File: config.mk
export PLATFORM = sky130hd
export DESIGN_NAME = uart_tx_arbiter
export DESIGN_NICKNAME = d
export VERILOG_FILES = /design/src/rtl/uart_tx_arbiter.sv
export SDC_FILE = /design/constraint.sdc
export NUM_CORES = 1
export LEC_CHECK = 0
export CORE_MARGIN = 1.5
export CORE_UTILIZATION = 40
export CTS_CLUSTER_DIAMETER = 150
export DETAILED_ROUTE_END_ITERATION = 12
export PLACE_DENSITY_LB_ADDON = 0.1
export SKIP_LAST_GASP = 1
export SYNTH_ARGS = -nofsm -noshare
export SYNTH_HDL_FRONTEND = slang
export SYNTH_HIERARCHICAL = 1
export SYNTH_SLANG_ARGS = --single-unit
File: constraint.sdc
create_clock -name clk -period 8.4 [get_ports clk]
set_input_delay 1.26 -clock clk [delete_from_list [all_inputs] [get_ports clk]]
set_output_delay 1.26 -clock clk [all_outputs]
set_load 0.02 [all_outputs]
File: src/rtl/uart_tx_arbiter.sv
// Round-robin arbiter with packet lock that shares one uart_tx byte transmitter
// between NREQ byte-stream requesters, paced off the transmitter's tx_bsy.

module uart_tx_arbiter_lane #(
  parameter int unsigned IW  = 2,
  parameter int unsigned IDX = 0
) (
  input  logic          valid_i,
  input  logic          lock_i,
  input  logic [IW-1:0] owner_i,
  input  logic [IW-1:0] win_i,
  input  logic          acc_i,
  output logic          cand_o,
  output logic          ready_o
);
  localparam logic [IW-1:0] ME = IW'(IDX);

  // A held lock narrows the candidate set to the owner alone.
  assign cand_o  = valid_i & (~lock_i | (owner_i == ME));
  assign ready_o = acc_i & (win_i == ME);
endmodule

module uart_tx_arbiter #(
  parameter int unsigned NREQ         = 4,
  parameter int unsigned LOCK_TIMEOUT = 64,
  parameter int unsigned BSY_WAIT     = 4
) (
  input  logic              clk,
  input  logic              rst,
  input  logic [NREQ-1:0]   req_valid,
  input  logic [8*NREQ-1:0] req_data,
  input  logic [NREQ-1:0]   req_last,
  output logic [NREQ-1:0]   req_ready,
  output logic              send_trig,
  output logic [7:0]        send_data,
  input  logic              tx_bsy,
  output logic [NREQ-1:0]   grant,
  output logic              locked,
  output logic              lock_abort,
  output logic              bsy_err
);
  localparam int unsigned   IW       = (NREQ > 1) ? $clog2(NREQ) : 1;
  localparam int unsigned   CW       = $clog2(LOCK_TIMEOUT + 1);
  localparam int unsigned   HW       = $clog2(BSY_WAIT + 1);
  localparam logic [IW-1:0] LAST_IDX = IW'(NREQ - 1);
  localparam logic [CW-1:0] CNT_MAX  = CW'(LOCK_TIMEOUT - 1);
  localparam logic [HW-1:0] HI_MAX   = HW'(BSY_WAIT - 1);

  typedef enum logic [1:0] {IDLE, WAIT_HI, WAIT_LO} state_e;

  state_e          state_q;
  logic [IW-1:0]   ptr_q, owner_q;
  logic            lock_q;
  logic [CW-1:0]   idle_cnt_q;
  logic [HW-1:0]   hi_cnt_q;
  logic [NREQ-1:0] grant_q;
  logic [7:0]      send_data_q;
  logic            send_trig_q, lock_abort_q, bsy_err_q;

  logic [NREQ-1:0][7:0] data_arr;
  logic [NREQ-1:0]      cand, ready;
  logic [IW-1:0]        win;
  logic                 found, acc, exit_frm, owner_vld;

  function automatic logic [IW-1:0] next_idx(input logic [IW-1:0] i);
    return (i == LAST_IDX) ? '0 : i + 1'b1;
  endfunction

  function automatic logic [NREQ-1:0] onehot(input logic [IW-1:0] i);
    logic [NREQ-1:0] v;
    v    = '0;
    v[i] = 1'b1;
    return v;
  endfunction

  assign data_arr  = req_data;
  assign owner_vld = req_valid[owner_q];

  for (genvar g = 0; g < NREQ; g++) begin : g_lane
    uart_tx_arbiter_lane #(.IW(IW), .IDX(g)) u_lane (
      .valid_i (req_valid[g]),
      .lock_i  (lock_q),
      .owner_i (owner_q),
      .win_i   (win),
      .acc_i   (acc),
      .cand_o  (cand[g]),
      .ready_o (ready[g])
    );
  end

  // First candidate at/after ptr, walking with an explicit wrap at NREQ-1.
  always_comb begin
    logic [IW-1:0] idx;
    idx   = ptr_q;
    win   = '0;
    found = 1'b0;
    for (int k = 0; k < NREQ; k++) begin
      if (!found && cand[idx]) begin
        found = 1'b1;
        win   = idx;
      end
      idx = next_idx(idx);
    end
  end

  assign acc      = (state_q == IDLE) & ~tx_bsy & found & ~rst;
  assign exit_frm = ~tx_bsy & ((state_q == WAIT_LO) |
                               ((state_q == WAIT_HI) & (hi_cnt_q == HI_MAX)));

  always_ff @(posedge clk or posedge rst) begin
    if (rst) begin
      state_q      <= IDLE;
      ptr_q        <= '0;
      owner_q      <= '0;
      lock_q       <= 1'b0;
      idle_cnt_q   <= '0;
      hi_cnt_q     <= '0;
      grant_q      <= '0;
      send_data_q  <= '0;
      send_trig_q  <= 1'b0;
      lock_abort_q <= 1'b0;
      bsy_err_q    <= 1'b0;
    end else begin
      send_trig_q  <= 1'b0;
      lock_abort_q <= 1'b0;
      bsy_err_q    <= 1'b0;
      case (state_q)
        IDLE: begin
          if (acc) begin
            send_data_q <= data_arr[win];
            grant_q     <= onehot(win);
            owner_q     <= win;
            lock_q      <= ~req_last[win];
            idle_cnt_q  <= '0;
            hi_cnt_q    <= '0;
            send_trig_q <= 1'b1;
            state_q     <= WAIT_HI;
          end else if (lock_q && !owner_vld) begin
            if (idle_cnt_q == CNT_MAX) begin
              lock_q       <= 1'b0;
              grant_q      <= '0;
              ptr_q        <= next_idx(owner_q);
              lock_abort_q <= 1'b1;
              idle_cnt_q   <= '0;
            end else begin
              idle_cnt_q <= idle_cnt_q + 1'b1;
            end
          end
        end
        WAIT_HI: begin
          if (tx_bsy)
            state_q <= WAIT_LO;
          else if (hi_cnt_q == HI_MAX)
            bsy_err_q <= 1'b1;
          else
            hi_cnt_q <= hi_cnt_q + 1'b1;
        end
        WAIT_LO: ;
        default: state_q <= IDLE;
      endcase
      // A missing tx_bsy is treated as a completed frame and leaves the same way.
      if (exit_frm) begin
        state_q <= IDLE;
        if (!lock_q) begin
          grant_q <= '0;
          ptr_q   <= next_idx(owner_q);
        end
      end
    end
  end

  assign req_ready  = ready;
  assign send_trig  = send_trig_q;
  assign send_data  = send_data_q;
  assign grant      = grant_q;
  assign locked     = lock_q;
  assign lock_abort = lock_abort_q;
  assign bsy_err    = bsy_err_q;
endmodule
==> results.json <==
{
  "fmax_ghz": 0.178,
  "critPathLaunchType": "primary input",
  "syn_to_final_growth_pct": 33.4,
  "synthesis.area_mm2": 0.00226,
  "antenna_cells": 0,
  "power_density_mw_per_mm2": 371,
  "min_period_ns": 5.63,
  "clockBufferDepth": 2,
  "crit_fanout": 24,
  "routed_wirelength_um": 5390,
  "endpoint_kind": "output port",
  "ctsHoldBuffers": 0,
  "layout.cells.non_filler": 353,
  "cp_slowest_cell": "clkdlybuf4s50_1",
  "grt_pass1_vias": 1906,
  "final_cell_mix": "clkdlybuf4s50_1 (62), dfrtp_1 (32), mux2i_1 (23)",
  "finalHoldViolCount": 0,
  "path_cells": "clkdlybuf4s50_1 > a21boi_1 > mux4_2 > a2111oi_2 > o22ai_1 > o41a_2 > inv_4 > nor3b_1 > clkdlybuf4s50_1",
  "io_buffers": 62,
  "ant_nets": 0,
  "synthArstFlopShare_pct": 100,
  "vias": 1907,
  "syn_area_per_cell_um2": 10.3,
  "vias_per_cell": 5.40,
  "maxCapViolCount": 0,
  "leakage_nw": 1.26,
  "yosysUniqueCellTypes": 58,
  "peakVddDrop_mv": 0.154,
  "start_util_pct": 41.3,
  "ys.flop_type": "dfrtp_1",
  "slew-limit-headroom_pct": 51.0,
  "worstPathRequired_ns": 7.14,
  "place.gp.congestion": 0.775,
  "dieArea_mm2": 0.00611,
  "first_iter_violations": 68,
  "gr-usage-all-layers_pct": 18.4,
  "setup_slack_ns": 2.77,
  "overflow": 0,
  "max_stage_delay_ns": 0.63,
  "syn_inst": 219,
  "critPathKind": "in -> out",
  "status": "complete, no violations",
  "drive_gt1_share_pct": 12.5,
  "grt_max_degree": 30,
  "nets": 328,
  "place_hpwl_um": 3950,
  "dr.pass1.iters": 4,
  "hold_ws_ns": 0.494,
  "ys_seq_area_share_pct": 35.5,
  "core-area_mm2": 0.00547,
  "die_h_um": 78.1,
  "setup_tns_ns": 0,
  "rows": 27,
  "cts-resized-gates": 0,
  "place_ws_ns": 2.76,
  "cts_setup_buffers": 0,
  "cp.arrival_ns": 4.37,
  "syn_nets": 267,
  "synth-seq-cells": 32,
  "grt_pass1_wl_um": 8960,
  "tightest_slew_ns": 0.724,
  "cts.sinks": 32,
  "period_share_pct": 67.0,
  "avgRoutedWirePerCell_um": 15.3,
  "setup_viol": 0,
  "dp.cells": 345,
  "rsz0062_at_grt": "no",
  "io_pins": 63,
  "hold_path.class": "reg -> reg",
  "cts_tree": "done",
  "synth_edf_count": 0,
  "root_buffer": "clkbuf_8",
  "finClkSkew_ns": 0.00805,
  "antenna_found_initial": 0,
  "drcViolationCount": 0,
  "cpMostUsedCell": "clkdlybuf4s50_1",
  "h-tree-depth": 2,
  "slew_violations": 0,
  "cts.clk_slew.worst_paths_ns": 0.08,
  "synth_warnings": 6,
  "cts_buffers": 5,
  "insertion_delay_ns": 0.29,
  "fp.dieW_um": 78.1,
  "final_common_cell": "clkdlybuf4s50_1"
}
==> worst max-delay path, delay by kind of cell <==
family | cells | cell delay [ns]
multiplexers | 1 | 0.52
AO/OA/AOI/OAI | 4 | 1.09
AND/OR/NAND/NOR | 1 | 0.23
buffers and inverters | 3 | 1.25
==> final timing paths <==
kind,from,end,slack [ns],cells after the start
worst max-delay path,req_valid[2],req_ready[0],2.77,9
worst min-delay path,hi_cnt_q[2]$_DFFE_PP0P_,hi_cnt_q[2]$_DFFE_PP0P_,0.49,1
worst max register to register,ptr_q[0]$_DFF_PP0_,locked$_DFFE_PP0P_,4.91,8
worst min register to register,hi_cnt_q[2]$_DFFE_PP0P_,hi_cnt_q[2]$_DFFE_PP0P_,0.49,1
max in group asynchronous,rst,send_data[7]$_DFFE_PP0P_,6.64,3
min in group asynchronous,rst,bsy_err$_DFF_PP0_,1.17,2
==> synth_stat cells, types with 2 or more instances <==
master	instances	area share, %
clkbuf_1	2	0.33
nand4_1	3	0.83
dfrtp_1	32	35
and3b_1	2	0.78
a22oi_1	2	0.66
nand2_1	20	3.3
a211o_1	2	0.78
nand3b_1	4	1.3
ha_1	5	2.8
and3_1	5	1.4
a21boi_1	4	1.3
inv_2	2	0.33
mux2_1	4	2.0
inv_1	6	1.0
mux2i_1	23	10
o211ai_1	3	1.0
nor3b_1	3	1.0
nor2_1	15	2.5
buf_12	2	1.8
a211oi_1	2	0.66
xor2_1	3	1.2
buf_2	5	1.1
o221ai_2	9	6.0
or3_1	2	0.55
nand2b_1	6	1.7
nand3_1	6	1.3
o21ai_0	2	0.44
mux4_2	2	2.0
o21ai_1	5	1.1
a21oi_1	10	2.2
==> report_power, final <==
group,leakage [nW],switching [W],internal (W)
combinational,0.792,0.000383,0.000309
clock,0.0541,0.0000616,0.0000877
sequential,0.418,0.0000716,0.000205
total,1.26,0.000516,0.000601
==> area by class of cell <==
| class | instances | area (um^2) |
|---|---|---|
| Clock buffer | 5 | 68.8 |
| Fill cell | 519 | 2460 |
| Timing Repair Buffer | 64 | 636 |
| Clock inverter | 3 | 42.5 |
| Multi-Input combinational cell | 168 | 1340 |
| Tap cell | 72 | 90.1 |
| Inverter | 9 | 36.3 |
| Sequential cell | 32 | 801 |
==> state kept, by name, indices dropped and copies added (netlist names) <==
register,count
owner_q,2
bsy_err,1
send_data,8
lock_abort,1
locked,1
state_q,2
hi_cnt_q,3
idle_cnt_q,7
grant,4
ptr_q,2
send_trig,1
==> cell families (layout without fill, tap and decap cells) <==
kind of cell | Yosys count | in the layout | synth area share (%)
adder cells (fa/ha/maj) | 5 | 5 | 2.77
AND/OR/NAND/NOR | 74 | 74 | 18.0
buffers and inverters | 19 | 81 | 5.32
AO/OA/AOI/OAI | 54 | 54 | 21.6
flip-flops | 32 | 32 | 35.5
multiplexers | 31 | 31 | 15.3
XOR/XNOR | 4 | 4 | 1.55
==> per-layer routing <==
layer  part of all wire, %  vias to the layer above  global-route usage (%)
met5                     0                        -                       0
met2                    46                       59                    30.1
met3                   6.8                       10                    5.58
li1                      -                      940                       -
met4                   1.8                        0                    5.89
met1                    45                      898                    23.2
==> stage by stage <==
step / power [W] / cell area [um^2] / utilization (%)
after floorplan: 0.000848 / 2260 / -
after global placement: 0.000964 / 2900 / 53.0
after detailed placement: 0.000972 / 2900 / 53.0
after CTS: 0.00112 / 3010 / 55.0
after global routing: 0.00120 / 3010 / 55.0
final: 0.00112 / 3010 / 55.0
Note: power is estimated with default switching activity, not from simulation.
